### src/rtl/traffic_safety_monitor_if.sv
// Lamp bus between the traffic light controller, the safety monitor and the lamp drivers.
// The controller side (master) drives the raw lamp codes and the acknowledge.
// The monitor side (slave) drives the checked lamp codes and the fault status.
interface traffic_safety_monitor_if;
    logic [1:0] NS_IN;
    logic [1:0] SN_IN;
    logic [1:0] EW_IN;
    logic [1:0] WE_IN;
    logic       FAULT_ACK;
    logic [1:0] NS;
    logic [1:0] SN;
    logic [1:0] EW;
    logic [1:0] WE;
    logic       FAULT;
    logic [2:0] FAULT_CODE;
    logic       BLINK;

    modport master (
        output NS_IN, SN_IN, EW_IN, WE_IN, FAULT_ACK,
        input  NS, SN, EW, WE, FAULT, FAULT_CODE, BLINK
    );

    modport slave (
        input  NS_IN, SN_IN, EW_IN, WE_IN, FAULT_ACK,
        output NS, SN, EW, WE, FAULT, FAULT_CODE, BLINK
    );
endinterface

### src/rtl/traffic_safety_monitor.sv
// Traffic safety monitor: registers the controller lamp codes through to the lamps
// and checks every cycle for conflicting greens, illegal codes, illegal colour
// sequences, short yellows and stuck greens. Any violation latches a fault,
// forces all lamps red and blinks until acknowledged while the controller is all-red.
// Signal order inside the per-signal arrays: 0 = NS, 1 = SN, 2 = EW, 3 = WE.
module traffic_safety_monitor #(
    parameter int MIN_YELLOW = 2,
    parameter int MAX_GREEN  = 16,
    parameter int BLINK_HALF = 4
) (
    input logic                     CLK,
    input logic                     CLEAR,
    traffic_safety_monitor_if.slave bus
);

    localparam int YW = $clog2(MIN_YELLOW + 1);
    localparam int GW = $clog2(MAX_GREEN + 1);
    localparam int BW = (BLINK_HALF > 1) ? $clog2(BLINK_HALF) : 1;

    localparam logic [YW-1:0] Y_LIMIT = YW'(MIN_YELLOW);
    localparam logic [GW-1:0] G_LIMIT = GW'(MAX_GREEN);
    localparam logic [BW-1:0] B_LAST  = BW'(BLINK_HALF - 1);

    localparam logic [1:0] LAMP_RED    = 2'b00;
    localparam logic [1:0] LAMP_YELLOW = 2'b01;
    localparam logic [1:0] LAMP_GREEN  = 2'b10;
    localparam logic [1:0] LAMP_BAD    = 2'b11;

    localparam logic [2:0] CAUSE_NONE     = 3'b000;
    localparam logic [2:0] CAUSE_CONFLICT = 3'b001;
    localparam logic [2:0] CAUSE_ILLEGAL  = 3'b010;
    localparam logic [2:0] CAUSE_SEQUENCE = 3'b011;
    localparam logic [2:0] CAUSE_SHORT_Y  = 3'b100;
    localparam logic [2:0] CAUSE_STUCK_G  = 3'b101;

    typedef enum logic [1:0] {
        ST_INIT,
        ST_RUN,
        ST_FAULT
    } state_t;

    state_t          state;
    logic [1:0]      in_code   [4];
    logic [1:0]      prev_code [4];
    logic [1:0]      lamp_q    [4];
    logic [YW-1:0]   y_cnt     [4];
    logic [YW-1:0]   y_next    [4];
    logic [GW-1:0]   g_cnt     [4];
    logic [GW-1:0]   g_next    [4];
    logic            fault_q;
    logic [2:0]      code_q;
    logic            blink_q;
    logic [BW-1:0]   blink_cnt;

    logic            axis_a_active;
    logic            axis_b_active;
    logic            conflict;
    logic            illegal;
    logic            bad_seq;
    logic            short_yellow;
    logic            stuck_green;
    logic            all_red;
    logic            violation;
    logic [2:0]      cause;

    // A signal is active when it shows yellow or green; 11 never counts as active.
    function automatic logic is_active(input logic [1:0] code);
        return (code == LAMP_YELLOW) || (code == LAMP_GREEN);
    endfunction

    assign in_code[0] = bus.NS_IN;
    assign in_code[1] = bus.SN_IN;
    assign in_code[2] = bus.EW_IN;
    assign in_code[3] = bus.WE_IN;

    assign bus.NS         = lamp_q[0];
    assign bus.SN         = lamp_q[1];
    assign bus.EW         = lamp_q[2];
    assign bus.WE         = lamp_q[3];
    assign bus.FAULT      = fault_q;
    assign bus.FAULT_CODE = code_q;
    assign bus.BLINK      = blink_q;

    // Evaluate all checks on the current inputs and the next colour-run counts.
    always_comb begin
        axis_a_active = is_active(in_code[0]) || is_active(in_code[1]);
        axis_b_active = is_active(in_code[2]) || is_active(in_code[3]);
        conflict      = axis_a_active && axis_b_active;
        illegal       = 1'b0;
        bad_seq       = 1'b0;
        short_yellow  = 1'b0;
        stuck_green   = 1'b0;
        all_red       = 1'b1;
        for (int i = 0; i < 4; i++) begin
            y_next[i] = '0;
            g_next[i] = '0;
            if (in_code[i] == LAMP_BAD) begin
                illegal = 1'b1;
            end
            if (in_code[i] != LAMP_RED) begin
                all_red = 1'b0;
            end
            if (((prev_code[i] == LAMP_GREEN)  && (in_code[i] == LAMP_RED))    ||
                ((prev_code[i] == LAMP_RED)    && (in_code[i] == LAMP_YELLOW)) ||
                ((prev_code[i] == LAMP_YELLOW) && (in_code[i] == LAMP_GREEN))) begin
                bad_seq = 1'b1;
            end
            if ((prev_code[i] == LAMP_YELLOW) && (in_code[i] == LAMP_RED) &&
                (y_cnt[i] < Y_LIMIT)) begin
                short_yellow = 1'b1;
            end
            if ((in_code[i] == LAMP_GREEN) && (g_cnt[i] >= G_LIMIT)) begin
                stuck_green = 1'b1;
            end
            if (in_code[i] == LAMP_YELLOW) begin
                y_next[i] = (y_cnt[i] == Y_LIMIT) ? y_cnt[i] : y_cnt[i] + 1'b1;
            end
            if (in_code[i] == LAMP_GREEN) begin
                g_next[i] = (g_cnt[i] == G_LIMIT) ? g_cnt[i] : g_cnt[i] + 1'b1;
            end
        end

        if (conflict) begin
            cause = CAUSE_CONFLICT;
        end else if (illegal) begin
            cause = CAUSE_ILLEGAL;
        end else if (bad_seq) begin
            cause = CAUSE_SEQUENCE;
        end else if (short_yellow) begin
            cause = CAUSE_SHORT_Y;
        end else if (stuck_green) begin
            cause = CAUSE_STUCK_G;
        end else begin
            cause = CAUSE_NONE;
        end
        violation = (cause != CAUSE_NONE);
    end

    // Monitor state machine: warm-up cycle, pass-through with checking, latched fault.
    always_ff @(posedge CLK) begin
        if (CLEAR) begin
            state     <= ST_INIT;
            fault_q   <= 1'b0;
            code_q    <= CAUSE_NONE;
            blink_q   <= 1'b0;
            blink_cnt <= '0;
            for (int i = 0; i < 4; i++) begin
                lamp_q[i]    <= LAMP_RED;
                prev_code[i] <= LAMP_RED;
                y_cnt[i]     <= '0;
                g_cnt[i]     <= '0;
            end
        end else begin
            case (state)
                ST_INIT: begin
                    for (int i = 0; i < 4; i++) begin
                        lamp_q[i]    <= LAMP_RED;
                        prev_code[i] <= in_code[i];
                        y_cnt[i]     <= y_next[i];
                        g_cnt[i]     <= g_next[i];
                    end
                    state <= ST_RUN;
                end

                ST_RUN: begin
                    if (violation) begin
                        state     <= ST_FAULT;
                        fault_q   <= 1'b1;
                        code_q    <= cause;
                        blink_q   <= 1'b1;
                        blink_cnt <= '0;
                        for (int i = 0; i < 4; i++) begin
                            lamp_q[i] <= LAMP_RED;
                        end
                    end else begin
                        for (int i = 0; i < 4; i++) begin
                            lamp_q[i]    <= in_code[i];
                            prev_code[i] <= in_code[i];
                            y_cnt[i]     <= y_next[i];
                            g_cnt[i]     <= g_next[i];
                        end
                    end
                end

                ST_FAULT: begin
                    if (bus.FAULT_ACK && all_red) begin
                        state     <= ST_INIT;
                        fault_q   <= 1'b0;
                        code_q    <= CAUSE_NONE;
                        blink_q   <= 1'b0;
                        blink_cnt <= '0;
                        for (int i = 0; i < 4; i++) begin
                            lamp_q[i]    <= LAMP_RED;
                            prev_code[i] <= LAMP_RED;
                            y_cnt[i]     <= '0;
                            g_cnt[i]     <= '0;
                        end
                    end else begin
                        for (int i = 0; i < 4; i++) begin
                            lamp_q[i] <= LAMP_RED;
                        end
                        if (blink_cnt == B_LAST) begin
                            blink_cnt <= '0;
                            blink_q   <= ~blink_q;
                        end else begin
                            blink_cnt <= blink_cnt + 1'b1;
                        end
                    end
                end

                default: begin
                    state <= ST_INIT;
                end
            endcase
        end
    end

endmodule

### src/flat_wrapper.sv
// flat-port wrapper written by rule: the top's interface ports become plain ports
module traffic_safety_monitor_flat 
#(
    parameter int MIN_YELLOW = 2,
    parameter int MAX_GREEN  = 16,
    parameter int BLINK_HALF = 4
)
  (CLK, CLEAR, bus_NS_IN, bus_SN_IN, bus_EW_IN, bus_WE_IN, bus_FAULT_ACK, bus_NS, bus_SN, bus_EW, bus_WE, bus_FAULT, bus_FAULT_CODE, bus_BLINK);
  traffic_safety_monitor_if bus_i ();
  input logic CLK;
  input logic CLEAR;
  input wire logic [$bits(bus_i.NS_IN)-1:0] bus_NS_IN;
  input wire logic [$bits(bus_i.SN_IN)-1:0] bus_SN_IN;
  input wire logic [$bits(bus_i.EW_IN)-1:0] bus_EW_IN;
  input wire logic [$bits(bus_i.WE_IN)-1:0] bus_WE_IN;
  input wire logic [$bits(bus_i.FAULT_ACK)-1:0] bus_FAULT_ACK;
  output wire logic [$bits(bus_i.NS)-1:0] bus_NS;
  output wire logic [$bits(bus_i.SN)-1:0] bus_SN;
  output wire logic [$bits(bus_i.EW)-1:0] bus_EW;
  output wire logic [$bits(bus_i.WE)-1:0] bus_WE;
  output wire logic [$bits(bus_i.FAULT)-1:0] bus_FAULT;
  output wire logic [$bits(bus_i.FAULT_CODE)-1:0] bus_FAULT_CODE;
  output wire logic [$bits(bus_i.BLINK)-1:0] bus_BLINK;
  assign bus_i.NS_IN = bus_NS_IN;
  assign bus_i.SN_IN = bus_SN_IN;
  assign bus_i.EW_IN = bus_EW_IN;
  assign bus_i.WE_IN = bus_WE_IN;
  assign bus_i.FAULT_ACK = bus_FAULT_ACK;
  assign bus_NS = bus_i.NS;
  assign bus_SN = bus_i.SN;
  assign bus_EW = bus_i.EW;
  assign bus_WE = bus_i.WE;
  assign bus_FAULT = bus_i.FAULT;
  assign bus_FAULT_CODE = bus_i.FAULT_CODE;
  assign bus_BLINK = bus_i.BLINK;
  traffic_safety_monitor #(.MIN_YELLOW(MIN_YELLOW), .MAX_GREEN(MAX_GREEN), .BLINK_HALF(BLINK_HALF)) u_core (.CLK(CLK), .CLEAR(CLEAR), .bus(bus_i));
endmodule
### config.mk
export PLATFORM = sky130hd
export DESIGN_NAME = traffic_safety_monitor_flat
export DESIGN_NICKNAME = d
export VERILOG_FILES = /design/src/rtl/traffic_safety_monitor_if.sv /design/src/rtl/traffic_safety_monitor.sv /design/src/flat_wrapper.sv
export SDC_FILE = /design/constraint.sdc
export NUM_CORES = 1
export LEC_CHECK = 0
export BUFFER_PORTS_ARGS = -buffer_cell sky130_fd_sc_hd__buf_2
export CAP_MARGIN = 15
export CELL_PAD_IN_SITES_DETAIL_PLACEMENT = 0
export CELL_PAD_IN_SITES_GLOBAL_PLACEMENT = 1
export CORE_AREA = 2 2 109 69
export CTS_BUF_LIST = sky130_fd_sc_hd__clkbuf_16
export DETAILED_ROUTE_END_ITERATION = 8
export DIE_AREA = 0 0 111 71
export PLACE_DENSITY_LB_ADDON = 0.1
export SYNTH_ARGS = -nofsm -noshare
export SYNTH_HDL_FRONTEND = slang
export SYNTH_SLANG_ARGS = --single-unit
export TNS_END_PERCENT = 10
### constraint.sdc
create_clock -name CLK -period 3 [get_ports CLK]
set_clock_uncertainty 0.1 [all_clocks]
set_input_delay 0.45 -clock CLK [delete_from_list [all_inputs] [get_ports CLK]]
set_output_delay 0.45 -clock CLK [all_outputs]
set_load 0.02 [all_outputs]
# Word level (Yosys, flattened, before mapping)
# Memory sizes are Yosys's and may differ from the RTL's.
# Cells that the tools add are included.
[totals]
reg_bits = 9
latch_bits = 0
mem_bits_rw = 44
romBits = 0
inputBits = 11
word_cells = 310
memories = 4
[classes]
n_addsub = 9
multipliers = 0
div = 0
order_cmp = 8
n_eq_ne = 34
n_shift = 0
n_mux = 134
n_bitwise = 57
reduce_logical = 59
[mem_list]
columns = ["name", "words", "word_bits", "read_ports", "rd_ports_with_merged_regs", "write_ports", "line_no", "text"]
rows = [
  ["u_core.g_cnt", 4, 5, 4, 0, 4, "traffic_safety_monitor.sv:48", "logic [GW-1:0] g_cnt [4];"],
  ["u_core.lamp_q", 4, 2, 4, 0, 4, "traffic_safety_monitor.sv:45", "logic [1:0] lamp_q [4];"],
  ["u_core.prev_code", 4, 2, 4, 0, 4, "traffic_safety_monitor.sv:44", "logic [1:0] prev_code [4];"],
  ["u_core.y_cnt", 4, 2, 4, 0, 4, "traffic_safety_monitor.sv:46", "logic [YW-1:0] y_cnt [4];"],
]
[op_table]
columns = ["operator", "count"]
rows = [
  ["2-to-1 mux 2 bit", 57],
  ["2-to-1 mux 5 bit", 20],
  ["OR 1 bit", 56],
  ["2-to-1 mux 1 bit", 45],
  ["equality test 2 bit (second input constant)", 18],
  ["logical AND 1 bit", 26],
  ["2-to-1 mux 3 bit", 7],
  ["adder 5 x 1 -> 5 bit (second input constant)", 4],
  ["equality test 5 bit (second input constant)", 4],
  [">= comparator 5 bit (second input constant)", 4],
  ["equality test 2 x 1 -> 1 bit (second input constant)", 9],
  ["zero test 2 bit", 9],
  ["logical OR 1 bit", 14],
  ["adder 2 x 1 -> 2 bit (second input constant)", 5],
  ["nonzero test 2 bit", 5],
  ["less-than comparator 2 bit (second input constant)", 4],
  ["one-hot mux 2 bit (3 select lines)", 1],
  ["one-hot mux 3 bit (2 select lines)", 1],
  ["AND reduction 3 bit", 2],
  ["!= test 2 x 1 -> 1 bit (second input constant)", 2],
  ["one-hot mux 1 bit (2 select lines)", 2],
  ["one-hot mux 2 bit (2 select lines)", 1],
  ["AND reduction 2 bit", 2],
  ["!= test 3 x 1 -> 1 bit (second input constant)", 1],
  ["other kinds (2)", 2],
]

# Logic depth before layout (Yosys ltp)
# Gate-level depths: netlist (run 1).
[depth]
depth_word = 20
mapped_depth = 11
ltp_nobuf = 8

# Worst setup path after synthesis (run 1)
# Ideal clock, no wire load.
[synth_path]
path_kind = "input to register"
from = "in bus_EW_IN[0]"
to = "mem u_core.g_cnt[3][2] in the netlist's numbering, data pin"
arrival_time_ps = 2164
required_ps = 2750
slack_ps = 586
path_stages = 9
path_buffers = 1
path_cell_list = "inv_1 -> ha_1 -> a22o_1 -> a221oi_4 -> nand4bb_1 -> o31ai_2 -> buf_4 -> nand2_2 -> nor3_2"
[synth_lines]
columns = ["element", "line_no", "text"]
rows = [
  ["from (decl)", "flat_wrapper.sv:14", "input wire logic [$bits(bus_i.EW_IN)-1:0] bus_EW_IN;"],
  ["to (decl)", "traffic_safety_monitor.sv:48", ""],
]

# Worst setup path after layout (run 1)
[layout_path]
from = "in bus_WE_IN[0]"
to = "reg u_core.blink_cnt[0]"
[layout_between]
elab_chain_len = 11
word_cells_on_any_way = 32
classes_between = "eq/ne: 4; mux: 12; reduce/logical: 16"
[layout_lines]
columns = ["element", "line_no", "text"]
rows = [
  ["from (decl)", "flat_wrapper.sv:15", "input wire logic [$bits(bus_i.WE_IN)-1:0] bus_WE_IN;"],
  ["equality test 2 bit, or another cell as far along", "traffic_safety_monitor.sv:68, traffic_safety_monitor.sv:105, traffic_safety_monitor.sv:112", ""],
  ["logical AND 1 bit (on tied branches)", "-", ""],
  ["2-to-1 mux 1 bit, or another cell as far along", "traffic_safety_monitor.sv:112", "if ((in_code[i] == LAMP_GREEN) && (g_cnt[i] >= G_LIMIT)) begin"],
  ["2-to-1 mux 3 bit, or another cell as far along", "traffic_safety_monitor.sv:131", "end else if (stuck_green) begin"],
  ["2-to-1 mux 3 bit / 2-to-1 mux 1 bit (equally long branches)", "traffic_safety_monitor.sv:129, traffic_safety_monitor.sv:103", ""],
  ["2-to-1 mux 3 bit", "traffic_safety_monitor.sv:127", "end else if (bad_seq) begin"],
  ["2-to-1 mux 3 bit", "traffic_safety_monitor.sv:125", "end else if (illegal) begin"],
  ["2-to-1 mux 3 bit", "traffic_safety_monitor.sv:123", "if (conflict) begin"],
  ["nonzero test 3 bit", "traffic_safety_monitor.sv:136", "violation = (cause != CAUSE_NONE);"],
  ["!= test 2 x 1 -> 1 bit (no source line)", "-", ""],
  ["AND reduction 2 bit (no source line)", "-", ""],
  ["to (signal assigned)", "traffic_safety_monitor.sv:206", "blink_cnt <= blink_cnt + 1'b1;"],
  ["to (decl)", "traffic_safety_monitor.sv:53", "logic [BW-1:0] blink_cnt;"],
]
# Several ways; a longest one is shown, not always the timed one.
# A chain may end at the register's enable or synchronous reset.

==> flow_summary.yaml, run 1 <==
clock_network:
  numCtsBuffers: 5
  post_cts_buffers: 0
  path_clk_slew_ns: 0.07
  clk_latency_ns: 0.29
  clock-sinks: 53
  cts_tree: "yes"
  cts_resized: 0
  hold_buffers: 0
  clockBufferDepth: 2
  cts-root-buf: "clkbuf_16"
  htree_levels: 2
sta:
  worstMarginPinSlew_ns: 0.566
  rsz0062_at_grt: "no"
  hold-worst-slack_ns: 0.317
  fin_crit_sh: 0.838
  slew_violations: 0
  setup_violations: 0
  fmax_ghz: 0.398
  finalCriticalPeriod_ns: 2.51
  fin_tns_setup_ns: 0
  hold_viol: 0
  relSlewSlack: 0.620
power_and_ir_drop:
  p_sw_mw: 0.928
  internal-power_mw: 1.56
  power_frac_comb: 0.369
  seqPwrFrac: 0.405
  power_mw: 2.49
  power_frac_clock: 0.226
  p_leak_nw: 1.47
  sw_frac_of_total: 0.373
  powerDensity_nw_per_um2: 712
  vdd_ir_drop_max_uv: 347
critical_path:
  worstPathRequired_ns: 3.13
  arrival_ns: 2.64
  crit_path_end_kind: "register"
  cpMaxStageDelayCell: "or4_1"
  critical_path.max_stage_delay_ns: 0.45
  crit_chain: "buf_2, inv_1, ha_1, nor4bb_1, buf_4, a41o_1, nand4bb_1, o21ai_1, or4_1, a21oi_1"
  path_max_fanout: 10
  critPathLaunchType: "input pin"
  crit_type: "input pin to register"
route:
  drtIter0Drc: 151
  ant_nets: 0
  drtPass1Iterations: 5
  wirelength_mm: 7.20
  vias_per_cell: 5.46
  num_vias: 2466
  wl_per_cell_um: 15.9
  drt_drc_violations_left: 0
place:
  port_buffers: 23
  gp_congestion: 0.851
  hpwl_mm: 5.53
synth:
  syn_area_per_cell_um2: 9.33
  synth_edf_count: 13
  synth-seq-cells: 53
  ys_seq_area_frac: 0.390
  syn_nets: 372
  ys_types: 52
  ys.warnings.count: 0
  synthFlopType: "dfxtp_1"
  syn_area_um2: 3050
  syn_inst: 327
  synth-async-reset-ratio: 0
floorplan:
  rows: 24
  core_area_um2: 6940
  initial_utilization: 0.440
  io_pins: 24
  chipWidth_um: 111
  die_h_um: 71
  die_area_um2: 7880
hold_path:
  hp-class: "input pin to register"
global_routing:
  grt_max_degree: 33
  first_global_vias: 2204
  antenna_found_initial: 0
  grt_pass1_wl_mm: 11.8
  grt_use_total: 0.192
  grt_overflow: 0
final_layout:
  drive_gt1_frac: 0.144
  final_common_cell: "dfxtp_1"
  nNetsFinal: 405
  syn2layout_area_growth_pct: 14.5
  antennaDiodeCount: 0
  layout_common_cells: "dfxtp_1, inv_1, ha_1"
run_status:
  status: "finished clean"
run:
  max_cap_viol_count: 0
==> stage by stage <==
stage / util / setup slack [ns] / instances / instance area, um^2
4_1_cts: 0.504 / 0.497 / 452 / 3490
6_report: 0.504 / 0.486 / 452 / 3490
5_1_grt: 0.504 / 0.178 / 452 / 3490
2_1_floorplan: - / 0.586 / 327 / 3050
3_3_place_gp: 0.484 / 0.238 / 444 / 3360
3_5_place_dp: 0.484 / 0.164 / 444 / 3360
==> flip-flops by register name, indices dropped and copies added (netlist names) <==
signal	cells
u_core.bus.BLINK	1
u_core.blink_cnt	2
u_core.bus.FAULT_CODE	3
u_core.state	2
u_core.bus.FAULT	1
u_core.y_cnt	8
u_core.lamp_q	8
u_core.g_cnt	20
u_core.prev_code	8
==> cell usage after synthesis (3+ instances only) <==
| cell type | number | area [um^2] |
|---|---|---|
| nor2_1 | 16 | 60.1 |
| clkbuf_1 | 3 | 11.3 |
| nand4_1 | 4 | 25.0 |
| nor4bb_1 | 3 | 30.0 |
| o21ai_1 | 4 | 20.0 |
| or4_1 | 4 | 30.0 |
| and3_1 | 5 | 31.3 |
| buf_2 | 4 | 20.0 |
| o21ai_0 | 14 | 70.1 |
| and2_1 | 4 | 25.0 |
| a22oi_1 | 4 | 30.0 |
| and4_1 | 3 | 26.3 |
| a31oi_1 | 12 | 75.1 |
| a22o_1 | 5 | 43.8 |
| nand2_1 | 19 | 71.3 |
| a21oi_1 | 14 | 70.1 |
| nand3b_1 | 8 | 60.1 |
| dfxtp_1 | 40 | 801 |
| nor2b_1 | 3 | 18.8 |
| nor3_1 | 10 | 50.1 |
| mux2i_1 | 10 | 100 |
| nand3_1 | 21 | 105 |
| inv_1 | 33 | 124 |
| edfxtp_1 | 13 | 390 |
| xnor2_1 | 3 | 26.3 |
| ha_1 | 34 | 425 |
==> critical path, delay by kind of cell <==
| family | cells | cell delay, ns |
|---|---|---|
| compound gates | 3 | 0.47 |
| buf+inv | 3 | 0.45 |
| simple gates | 3 | 1.05 |
| fa+ha+maj | 1 | 0.22 |
==> power groups by stage <==
stage / Sequential, mW / Combinational, mW / Clock [mW]
floorplan: 1.05 / 0.583 / 0
CTS: 1.00 / 0.922 / 0.571
detailed placement: 1.02 / 0.916 / 0
global route: 1.03 / 1.02 / 0.606
finish: 1.01 / 0.919 / 0.562
global placement: 1.02 / 0.916 / 0
==> layer usage <==
layer,wire length (um),up-vias,GRT usage
met3,457,8,0.0428
li1,-,1249,-
met4,57,0,0.0417
met1,4070,1145,0.323
met2,2630,64,0.239
met5,0,-,0
==> worst paths after layout <==
kind / cells after the start / end / start / slack [ns]
setup / recovery: 10 / u_core.blink_cnt[0] / bus_WE_IN[0] / 0.49
setup reg to reg: 7 / u_core.blink_cnt[0] / u_core.prev_code[0][6] / 0.61
hold reg to reg: 2 / u_core.y_cnt[0][2] / u_core.y_cnt[0][2] / 0.36
hold / removal: 3 / u_core.prev_code[0][5] / bus_EW_IN[1] / 0.32
==> kinds of logic (layout without fill, tap and decap cells) <==
group | Yosys count | in the layout | share of synthesized area
and+or+nand+nor | 112 | 112 | 0.207
DFF | 53 | 53 | 0.390
AOI/OAI and AO/OA | 70 | 70 | 0.159
adders and majority gates | 34 | 34 | 0.139
xor gates and xnor gates | 5 | 5 | 0.0144
buffers and inverters | 43 | 77 | 0.0570
muxes | 10 | 10 | 0.0328
==> area by class of cell <==
cell class	instances	area, um^2
clock buffers	5	125
fillers	656	3440
inverters	34	128
repair buffers	35	230
flip-flops and latches	53	1190
clock inverters	3	11.3
well taps	91	114
multi-input cells	231	1690
Note: power is estimated with default switching activity, not from simulation.
==> run 2, diff against run 1 <==
--- a/config.mk
+++ b/config.mk
@@ -5,14 +5,15 @@
 export SDC_FILE = /design/constraint.sdc
 export NUM_CORES = 1
 export LEC_CHECK = 0
+export ABC_AREA = 1
 export BUFFER_PORTS_ARGS = -buffer_cell sky130_fd_sc_hd__buf_2
 export CAP_MARGIN = 15
 export CELL_PAD_IN_SITES_DETAIL_PLACEMENT = 0
 export CELL_PAD_IN_SITES_GLOBAL_PLACEMENT = 1
-export CORE_AREA = 2 2 109 69
+export CORE_AREA = 2 2 114 72
 export CTS_BUF_LIST = sky130_fd_sc_hd__clkbuf_16
 export DETAILED_ROUTE_END_ITERATION = 8
-export DIE_AREA = 0 0 111 71
+export DIE_AREA = 0 0 116 74
 export PLACE_DENSITY_LB_ADDON = 0.1
 export SYNTH_ARGS = -nofsm -noshare
 export SYNTH_HDL_FRONTEND = slang
==> constraint.sdc (replaced) <==
create_clock -name CLK -period 2.5 [get_ports CLK]
set_clock_uncertainty 0.1 [all_clocks]
set_input_delay 0.375 -clock CLK [delete_from_list [all_inputs] [get_ports CLK]]
set_output_delay 0.375 -clock CLK [all_outputs]
set_load 0.02 [all_outputs]
==> run 2 against run 1 <==
Final area is 12% higher. Via count grew 15%. Non-clock buffer count increased by 19. Synthesized cell count grew 30%. Wire length up 7.7%. Cell count increased by 30%. Sequential cell count is the same. First-iteration DRC count up 32%. Highest routed layer unchanged. Count of clock-buffer cells in the layout unchanged.
==> flow_summary.yaml, run 2 <==
place:
  port_buffers: 23
  hpwl_mm: 6.03
  gp_congestion: 0.855
final_layout:
  largest_reg_flops: 20
  drive_gt1_frac: 0.196
  multi_input_area_um2: 1840
  layout_common_cells: "nand2_1, inv_1, nand3_1"
  final_common_cell: "nand2_1"
  regArea_um2: 1190
  nNetsFinal: 523
  antennaDiodeCount: 0
  regMostFlops: "u_core.g_cnt"
  n_fill_cell: 770
  syn2layout_area_growth_pct: 17.8
power_and_ir_drop:
  power_frac_clock: 0.263
  sw_frac_of_total: 0.348
  p_leak_nw: 1.79
  internal-power_mw: 1.66
  p_sw_mw: 0.887
  powerDensity_nw_per_um2: 651
  power_frac_comb: 0.312
  seqPwrFrac: 0.426
  power_mw: 2.55
  vdd_ir_drop_max_uv: 280
route:
  wl_per_cell_um: 13.2
  wirelength_mm: 7.76
  vias_per_cell: 4.83
  drtIter0Drc: 199
  drtPass1Iterations: 4
  num_vias: 2836
  ant_nets: 0
  drt_drc_violations_left: 0
clock_network:
  cts-root-buf: "clkbuf_16"
  cts_resized: 0
  post_cts_buffers: 0
  hold_buffers: 0
  clock-sinks: 53
  cts_tree: "yes"
  clockBufferDepth: 2
  clk_latency_ns: 0.29
  path_clk_slew_ns: 0.07
  htree_levels: 2
  numCtsBuffers: 5
critical_path:
  critical_path.max_stage_delay_ns: 0.24
  arrival_ns: 2.30
  crit_buf_inv: 4
  worstSetupStartpoint: "bus_EW_IN[1]"
  crit_chain: "buf_2, inv_1, ha_1, or2_0, nand2_1, nand3_2, nor2_2, nand4_2, nor2_4, nand2_2, nand2_2, nor2_4, inv_2, buf_4, o21ai_2"
  crit_family: "simple AND/OR/NAND/NOR gates"
  path_max_fanout: 14
  cpMaxStageDelayCell: "inv_2"
  crit-reg2reg-launch: "u_core.prev_code[0][6]"
  critPathLaunchType: "input pin"
  crit_path_end_kind: "register"
  crit_type: "input pin to register"
  worstPathRequired_ns: 2.59
run_status:
  status: "finished clean"
synth:
  synthFlopType: "dfxtp_1"
  ys.warnings.count: 0
  ys_types: 35
  yosysMostFrequentCell: "nand2_1"
  synth-async-reset-ratio: 0
  synth_area_leader_cell: "dfxtp_1"
  syn_area_um2: 3320
  syn_inst: 425
  yosys.area.top_type_share: 0.241
  synth_edf_count: 13
  synth-seq-cells: 53
  synthTopCellsByArea: "dfxtp_1, ha_1, edfxtp_1"
  syn_nets: 470
  ys_seq_area_frac: 0.359
  netlist_top_cells_count: "nand2_1, inv_1, nand3_1"
  syn_area_per_cell_um2: 7.81
sta:
  fin_crit_sh: 0.881
  rsz0062_at_grt: "no"
  relSlewSlack: 0.762
  worstMarginPinSlew_ns: 0.355
  hold_viol: 0
  slew_violations: 0
  setup_violations: 0
  fmax_ghz: 0.454
  fin_tns_setup_ns: 0
  finalCriticalPeriod_ns: 2.20
floorplan:
  core_area_um2: 7570
  chipWidth_um: 116
  initial_utilization: 0.438
  die_area_um2: 8580
  io_pins: 24
  rows: 25
  die_h_um: 74
global_routing:
  grt_pass1_wl_mm: 12.6
  grt_overflow: 0
  grt_use_total: 0.193
  grt_max_degree: 28
  first_global_vias: 2586
  antenna_found_initial: 0
hold_path:
  hp-class: "input pin to register"
  hold_start: "bus_EW_IN[0]"
run:
  max_cap_viol_count: 0
## run 2: changes by cell type after synthesis, moves of 9 or more
cell | before | now
o21ai_2 | 0 | 9
inv_1 | 33 | 56
a31oi_1 | 12 | 0
nor2_1 | 16 | 36
nand3_1 | 21 | 48
nand4_1 | 4 | 13
nand2_1 | 19 | 76
a21oi_1 | 14 | 25
mux2i_1 | 10 | 0
## run 2: logic make-up (layout without fill, tap and decap cells)
family | after synthesis | count (layout) | synth area share
AO/OA/AOI/OAI | 53 | 53 | 0.0931
XOR/XNOR | 13 | 13 | 0.0343
adder cells (fa/ha/maj) | 34 | 34 | 0.128
buffers and inverters | 70 | 124 | 0.0863
flip-flops | 53 | 53 | 0.359
AND/OR/NAND/NOR | 202 | 202 | 0.299
## run 2: final timing paths
| path | endpoint | slack [ns] | depth (start not counted) |
|---|---|---|---|
| worst min register to register | u_core.bus.FAULT_CODE[2] | 0.36 | 2 |
| worst max-delay path | u_core.g_cnt[2][1] | 0.30 | 15 |
| worst max register to register | u_core.g_cnt[2][1] | 0.36 | 13 |
| worst min-delay path | u_core.prev_code[0][4] | 0.26 | 3 |
## run 2: metal layers
layer,up-vias,track usage,share of wire
met5,-,0,0
met4,0,0.0476,0.0093
met3,8,0.0399,0.044
met2,55,0.279,0.38
met1,1271,0.294,0.57
li1,1502,-,-
## run 2: final cells by class
cell class,instances,area share
Clock buffer,5,0.0320
Clock inverter,3,0.00320
Inverter,62,0.0595
Multi-Input combinational cell,302,0.471
Sequential cell,53,0.305
Tap cell,108,0.0346
Timing Repair Buffer,54,0.0954
## run 2: worst register-to-register path, cell delays in order, from the launching register on
cell and delay, ns:
edfxtp_1 0.47, nand3_1 0.16, nand2_1 0.06, nor2_1 0.08, nand2_1 0.07, nor2_2 0.11
nand4_2 0.13, nor2_4 0.16, nand2_2 0.07, nand2_2 0.10, nor2_4 0.04, inv_2 0.25
buf_4 0.19, o21ai_2 0.04
## run 2: metrics by stage
step                       util  worst slack, ns  hold slack (ns)  instances  cell area (um^2)
after floorplan               -            0.282            0.351        425              3320
after detailed placement  0.498         -0.00358            0.354        579              3770
after global placement    0.498           0.0235            0.349        579              3770
after global routing      0.517           0.0914            0.275        587              3910
final                     0.517            0.297            0.264        587              3910
after CTS                 0.517            0.303            0.258        587              3910
## run 2: power groups by stage
| stage | Combinational [mW] | Sequential, mW | Clock, mW |
|---|---|---|---|
| final | 0.793 | 1.08 | 0.669 |
| after global routing | 0.898 | 1.10 | 0.727 |
| after CTS | 0.794 | 1.08 | 0.693 |
| after detailed placement | 0.791 | 1.10 | 0 |
| after global placement | 0.787 | 1.10 | 0 |
| after floorplan | 0.521 | 1.12 | 0 |
